$ cat config.mk
export PLATFORM = sky130hd
export DESIGN_NAME = tweet_ram_ctrl
export DESIGN_NICKNAME = d
export VERILOG_FILES = /design/src/rtl/tweet_ram_ctrl.sv
export SDC_FILE = /design/constraint.sdc
export NUM_CORES = 1
export LEC_CHECK = 0
export CAP_MARGIN = 5
export CELL_PAD_IN_SITES_DETAIL_PLACEMENT = 0
export CELL_PAD_IN_SITES_GLOBAL_PLACEMENT = 1
export CORE_MARGIN = 2
export CORE_UTILIZATION = 35
export CTS_CLUSTER_SIZE = 16
export DETAILED_ROUTE_END_ITERATION = 8
export PLACE_DENSITY_LB_ADDON = 0.05
export SKIP_CTS_REPAIR_TIMING = 1
export SLEW_MARGIN = 15
export SYNTH_ARGS = -nofsm -noshare
export SYNTH_HDL_FRONTEND = slang
export SYNTH_SLANG_ARGS = --single-unit
$ cat constraint.sdc
create_clock -name sysclk -period 2.65 [get_ports sysclk]
set_input_delay 0.3975 -clock sysclk [delete_from_list [all_inputs] [get_ports sysclk]]
set_output_delay 0.3975 -clock sysclk [all_outputs]
set_load 0.03 [all_outputs]
$ cat src/rtl/tweet_ram_ctrl.sv
// tweet_ram_ctrl: arbiter/sequencer for the 256x16 tweet RAM (clear engine, serial writer, playback reader).
// Optional feature macro: TWEET_BACKSPACE_EN (0x08 deletes the last stored character).
module tweet_ram_ctrl #(
    parameter int unsigned MAX_LEN = 160
) (
    input  logic        sysclk,
    input  logic        reset,
    input  logic        clr_req,
    input  logic        wr_valid,
    input  logic [7:0]  wr_data,
    output logic        wr_ready,
    input  logic        rd_start,
    input  logic        rd_req,
    output logic        rd_valid,
    output logic [7:0]  rd_data,
    output logic        rd_end,
    output logic        ram_we,
    output logic [7:0]  ram_addr,
    output logic [15:0] ram_din,
    input  logic [15:0] ram_dout,
    output logic [7:0]  len,
    output logic        full,
    output logic        ovf,
    output logic        busy
);

    // Pointers carry a ninth bit so a MAX_LEN of 256 stays representable.
    localparam logic [8:0] MAX_PTR = 9'(MAX_LEN);

    typedef enum logic [2:0] {
        CLEAR   = 3'd0,
        IDLE    = 3'd1,
        WRITE   = 3'd2,
        RD_ADDR = 3'd3,
        RD_WAIT = 3'd4
    } state_t;

    state_t      state_r, state_s;
    logic        ram_we_r, ram_we_s;
    logic [7:0]  ram_addr_r, ram_addr_s, op_addr_s;
    logic [15:0] ram_din_r, ram_din_s;
    logic [8:0]  wr_ptr_r, wr_ptr_s;
    logic [8:0]  rd_ptr_r, rd_ptr_s, op_rd_ptr_s;
    logic        clr_pend_r, clr_pend_s;
    logic        rd_pend_r, rd_pend_s;
    logic        ovf_r, ovf_s;
    logic        rd_valid_r, rd_valid_s;
    logic [7:0]  rd_data_r, rd_data_s;
    logic        rd_end_r, rd_end_s;
    logic        wr_ready_r, wr_ready_s;
    logic        busy_r, busy_s;
    logic        full_r, full_s;
    logic        is_bs_s;
    logic        unused_dout_s;

`ifdef TWEET_BACKSPACE_EN
    assign is_bs_s = (wr_data == 8'h08);
`else
    assign is_bs_s = 1'b0;
`endif

    assign unused_dout_s = ^ram_dout[14:8];

    assign wr_ready = wr_ready_r;
    assign rd_valid = rd_valid_r;
    assign rd_data  = rd_data_r;
    assign rd_end   = rd_end_r;
    assign ram_we   = ram_we_r;
    assign ram_addr = ram_addr_r;
    assign ram_din  = ram_din_r;
    assign len      = wr_ptr_r[7:0];
    assign full     = full_r;
    assign ovf      = ovf_r;
    assign busy     = busy_r;

    // Next-state and next-output computation for every registered output.
    always_comb begin
        state_s     = state_r;
        ram_we_s    = 1'b0;
        op_addr_s   = ram_addr_r;
        ram_din_s   = ram_din_r;
        wr_ptr_s    = wr_ptr_r;
        op_rd_ptr_s = rd_ptr_r;
        clr_pend_s  = clr_pend_r | clr_req;
        rd_pend_s   = rd_pend_r | rd_req;
        ovf_s       = ovf_r;
        rd_valid_s  = 1'b0;
        rd_data_s   = rd_data_r;
        rd_end_s    = rd_end_r;
        case (state_r)
            CLEAR: begin
                ram_din_s = 16'h0000;
                if (!ram_we_r) begin
                    ram_we_s  = 1'b1;
                    op_addr_s = 8'h00;
                end else if (ram_addr_r == 8'hFF) begin
                    state_s     = IDLE;
                    wr_ptr_s    = 9'd0;
                    op_rd_ptr_s = 9'd0;
                    ovf_s       = 1'b0;
                end else begin
                    ram_we_s  = 1'b1;
                    op_addr_s = ram_addr_r + 8'd1;
                end
            end
            IDLE: begin
                if (clr_pend_r) begin
                    state_s    = CLEAR;
                    ram_we_s   = 1'b1;
                    op_addr_s  = 8'h00;
                    ram_din_s  = 16'h0000;
                    clr_pend_s = clr_req;
                end else if (wr_valid && wr_ready_r) begin
                    if (is_bs_s) begin
                        if (wr_ptr_r != 9'd0) begin
                            state_s   = WRITE;
                            ram_we_s  = 1'b1;
                            op_addr_s = wr_ptr_r[7:0] - 8'd1;
                            ram_din_s = 16'h0000;
                            wr_ptr_s  = wr_ptr_r - 9'd1;
                        end else begin
                            state_s = IDLE;
                        end
                    end else if (wr_ptr_r < MAX_PTR) begin
                        state_s   = WRITE;
                        ram_we_s  = 1'b1;
                        op_addr_s = wr_ptr_r[7:0];
                        ram_din_s = {1'b1, 7'b0000000, wr_data};
                        wr_ptr_s  = wr_ptr_r + 9'd1;
                    end else begin
                        ovf_s = 1'b1;
                    end
                end else if (rd_pend_r && !rd_start) begin
                    // ram_addr already equals rd_ptr here, so the RAM read starts on this edge.
                    state_s   = RD_ADDR;
                    rd_pend_s = rd_req;
                end else begin
                    state_s = IDLE;
                end
            end
            WRITE: begin
                state_s = IDLE;
            end
            RD_ADDR: begin
                state_s     = RD_WAIT;
                rd_valid_s  = 1'b1;
                rd_data_s   = ram_dout[7:0];
                rd_end_s    = ~ram_dout[15] | (rd_ptr_r == MAX_PTR);
                op_rd_ptr_s = rd_end_s ? rd_ptr_r : rd_ptr_r + 9'd1;
            end
            RD_WAIT: begin
                state_s = IDLE;
            end
            default: begin
                state_s   = CLEAR;
                op_addr_s = 8'h00;
            end
        endcase
        // A rewind always wins, which also cancels the increment of an in-flight read.
        rd_ptr_s   = rd_start ? 9'd0 : op_rd_ptr_s;
        ram_addr_s = (state_s == IDLE) ? rd_ptr_s[7:0] : op_addr_s;
        wr_ready_s = (state_s == IDLE) && !clr_pend_s;
        busy_s     = (state_s != IDLE);
        full_s     = (wr_ptr_s == MAX_PTR);
    end

    // State and output registers.
    always_ff @(posedge sysclk or posedge reset) begin
        if (reset) begin
            state_r    <= CLEAR;
            ram_we_r   <= 1'b0;
            ram_addr_r <= 8'h00;
            ram_din_r  <= 16'h0000;
            wr_ptr_r   <= 9'd0;
            rd_ptr_r   <= 9'd0;
            clr_pend_r <= 1'b0;
            rd_pend_r  <= 1'b0;
            ovf_r      <= 1'b0;
            rd_valid_r <= 1'b0;
            rd_data_r  <= 8'h00;
            rd_end_r   <= 1'b0;
            wr_ready_r <= 1'b0;
            busy_r     <= 1'b1;
            full_r     <= 1'b0;
        end else begin
            state_r    <= state_s;
            ram_we_r   <= ram_we_s;
            ram_addr_r <= ram_addr_s;
            ram_din_r  <= ram_din_s;
            wr_ptr_r   <= wr_ptr_s;
            rd_ptr_r   <= rd_ptr_s;
            clr_pend_r <= clr_pend_s;
            rd_pend_r  <= rd_pend_s;
            ovf_r      <= ovf_s;
            rd_valid_r <= rd_valid_s;
            rd_data_r  <= rd_data_s;
            rd_end_r   <= rd_end_s;
            wr_ready_r <= wr_ready_s;
            busy_r     <= busy_s;
            full_r     <= full_s;
        end
    end

endmodule

==> results_dict.tcl <==
set metrics [dict create \
    die_area_sq_mm 0.00955 \
    clk_pin_slew_ns 0.11 \
    drtPass1Iterations 4 \
    hp-class "in2async" \
    layout_common_cells "clkdlybuf4s50_1, dfrtp_1, nand2_1" \
    gp_congestion 0.805 \
    cts_made_buffers 5 \
    path_delay_family "compound AO/OA/AOI/OAI gates" \
    ctsHtreeMaxLevel 2 \
    synth-edff-count 0 \
    drc 0 \
    dp_hpwl_mm 6.06 \
    arrival_ns 2.43 \
    status "completed" \
    cp-end-kind "flop" \
    antenna_found_initial 0 \
    grt_start_max_net_pins 32 \
    worst_setup_path_start_kind "flop" \
    io_pins 77 \
    clkLatencyLatePin_ns 0.32 \
    vdd_ir_drop_max_mv 0.293 \
    timing.rr.start "state_r[0]" \
    design_area_sq_mm 0.00392 \
    finalMaxSlewViolations 0 \
    area_delta_synth_final_pct 27.5 \
    synth-seq-cells 55 \
    postRouteAntennaNets 0 \
    drive_above_1_share 0.108 \
    r2r_slack_ns 0.43 \
    max_cap_viol_count 0 \
    antenna_cells 0 \
    die_w_um 97.7 \
    power_switching_uw 836 \
    synthDistinctLibCells 74 \
    clk_path_buf_depth 2 \
    synth-main-ff-cell "dfrtp_1" \
    yosys_warnings 0 \
    rr_worst_depth 6 \
    setup_viol 0 \
    finalCriticalPeriod_ns 2.22 \
    grt_overflow_total 0 \
    fmax_ghz 0.450 \
    cp_slowest_cell "dfrtp_1" \
    grt_pass1_vias 2679 \
    path_depth 6 \
    place_area_sq_mm 0.00378 \
    clkSinkCount 55 \
    sw_frac_of_total 0.338 \
    clock_skew_ns 0.00633 \
    combPwrFrac 0.298 \
    cp_cell_sequence "buf_4, nor3_1, a31oi_1, o21ai_0, a21oi_1, a221o_1" \
    cts_tree "yes" \
    rsz0062_at_grt "false" \
    vias_per_cell 5.50 \
    grtUsageTotal 0.180 \
    die_y_um 97.7 \
    core_area_sq_mm 0.00864 \
    grt_first_pass_wirelength_mm 14.0 \
    final_common_cell "clkdlybuf4s50_1" \
    port-buffer-count 62 \
    p_clk_frac 0.279 \
    timing.rr.end "ram_addr[6]" \
    synth_area_per_cell_sq_um 9.69 \
    cp_num_buf_inv 1 \
    vias 2673 \
    p_int_uw 1640 \
    p_per_area_mw_per_mm2 632 \
    start_util 0.356 \
    max_slew_margin 0.627 \
    cts_root_buf "clkbuf_8" \
    cp_max_fo 10 \
    syn_inst 317 \
    synth_area_sq_mm 0.00307 \
    required_ns 2.86 \
    tns_ns 0 \
    routed_wl_mm 8.32 \
    worst_slew_pin_slew_ns 0.558 \
    seqPwrFrac 0.423 \
    rows 34 \
    ys_seq_area_frac 0.448 \
    slowest_delay_ns 0.48 \
    layout_worst_path_cycle_share 0.839 \
    leakage_uw 0.00164 \
    drt-initial-drc-count 182 \
    path_class "reg2reg" \
    nets 411 \
    hold_viol 0 \
    avgRoutedWirePerCell_um 17.1 \
    synthArstFlopShare 1.00 \
]
-- cells in the mapped netlist, types with 3 or more instances --
master | number | area, sq um
dfrtp_1 | 54 | 1350
nand2_1 | 38 | 143
nor2_1 | 20 | 75.1
a21oi_1 | 17 | 85.1
buf_4 | 16 | 120
inv_1 | 11 | 41.3
o21ai_0 | 11 | 55.1
nand3_1 | 10 | 50.1
a22o_1 | 9 | 78.8
nand4_1 | 9 | 56.3
a221o_1 | 6 | 60.1
nor3_1 | 6 | 30.0
a22oi_1 | 5 | 37.5
clkbuf_1 | 5 | 18.8
o21a_1 | 5 | 37.5
and3_1 | 4 | 25.0
and4_1 | 4 | 35.0
buf_2 | 4 | 20.0
ha_1 | 4 | 50.1
a21o_1 | 3 | 22.5
a31oi_1 | 3 | 18.8
a41oi_1 | 3 | 26.3
or3_1 | 3 | 18.8
xnor2_1 | 3 | 26.3
xor2_1 | 3 | 26.3
-- power groups by stage --
stage | Sequential (uW) | Clock (uW) | Combinational (uW)
global placement | 1070 | 0 | 742
CTS | 1050 | 715 | 745
global route | 1070 | 747 | 798
floorplan | 1160 | 0 | 341
detailed placement | 1070 | 0 | 743
finish | 1050 | 692 | 738
-- layout make-up --
class                      instances  area (sq um)
fill                             832          4720
multi-input combinational        226          1480
sequential                        55          1380
timing repair buffer              76           738
tap                              108           135
clock inverter                     3          71.3
clock buffer                       5          68.8
inverter                          13          48.8
-- cells by family after synthesis --
| family | Yosys count | synth area share |
|---|---|---|
| other cells | 1 | 0.00122 |
| flops | 55 | 0.448 |
| buf+inv | 42 | 0.0778 |
| fa+ha+maj | 4 | 0.0163 |
| mux | 2 | 0.00651 |
| compound gates | 87 | 0.218 |
| xor+xnor | 6 | 0.0171 |
| simple gates | 120 | 0.215 |
-- worst max path at each step --
stage	slack, ns	start	endpoint
floorplan	0.41	ram_addr[0]	ram_addr[2]
global placement	0.26	wr_valid	full
global route	0.24	state_r[0]	ram_addr[6]
CTS	0.43	state_r[0]	ram_addr[6]
finish	0.43	state_r[0]	ram_addr[6]
detailed placement	0.25	wr_valid	ram_addr[7]
-- state kept, by name, indices dropped and copies added (netlist names), 3 cells and up --
name	flops
rd_ptr_r	9
ram_din	9
ram_addr	8
rd_data	8
wr_ptr_r	9
state_r	3
-- metrics by stage --
stage | total power [uW] | utilization | hold WS (ns) | std cells | worst slack, ns
3_5_place_dp | 1810 | 0.438 | 0.467 | 478 | 0.254
4_1_cts | 2510 | 0.454 | 0.458 | 486 | 0.431
6_report | 2480 | 0.454 | 0.438 | 486 | 0.427
3_3_place_gp | 1810 | 0.438 | 0.458 | 478 | 0.257
5_1_grt | 2610 | 0.454 | 0.479 | 486 | 0.238
2_1_floorplan | 1500 | - | 0.450 | 323 | 0.413
-- layer usage --
layer	track usage	wire (um)
met1	0.261	4010
met2	0.285	3820
met5	0	0
met3	0.0309	435
met4	0.0353	56
Power figures use the tool's default switching activity.
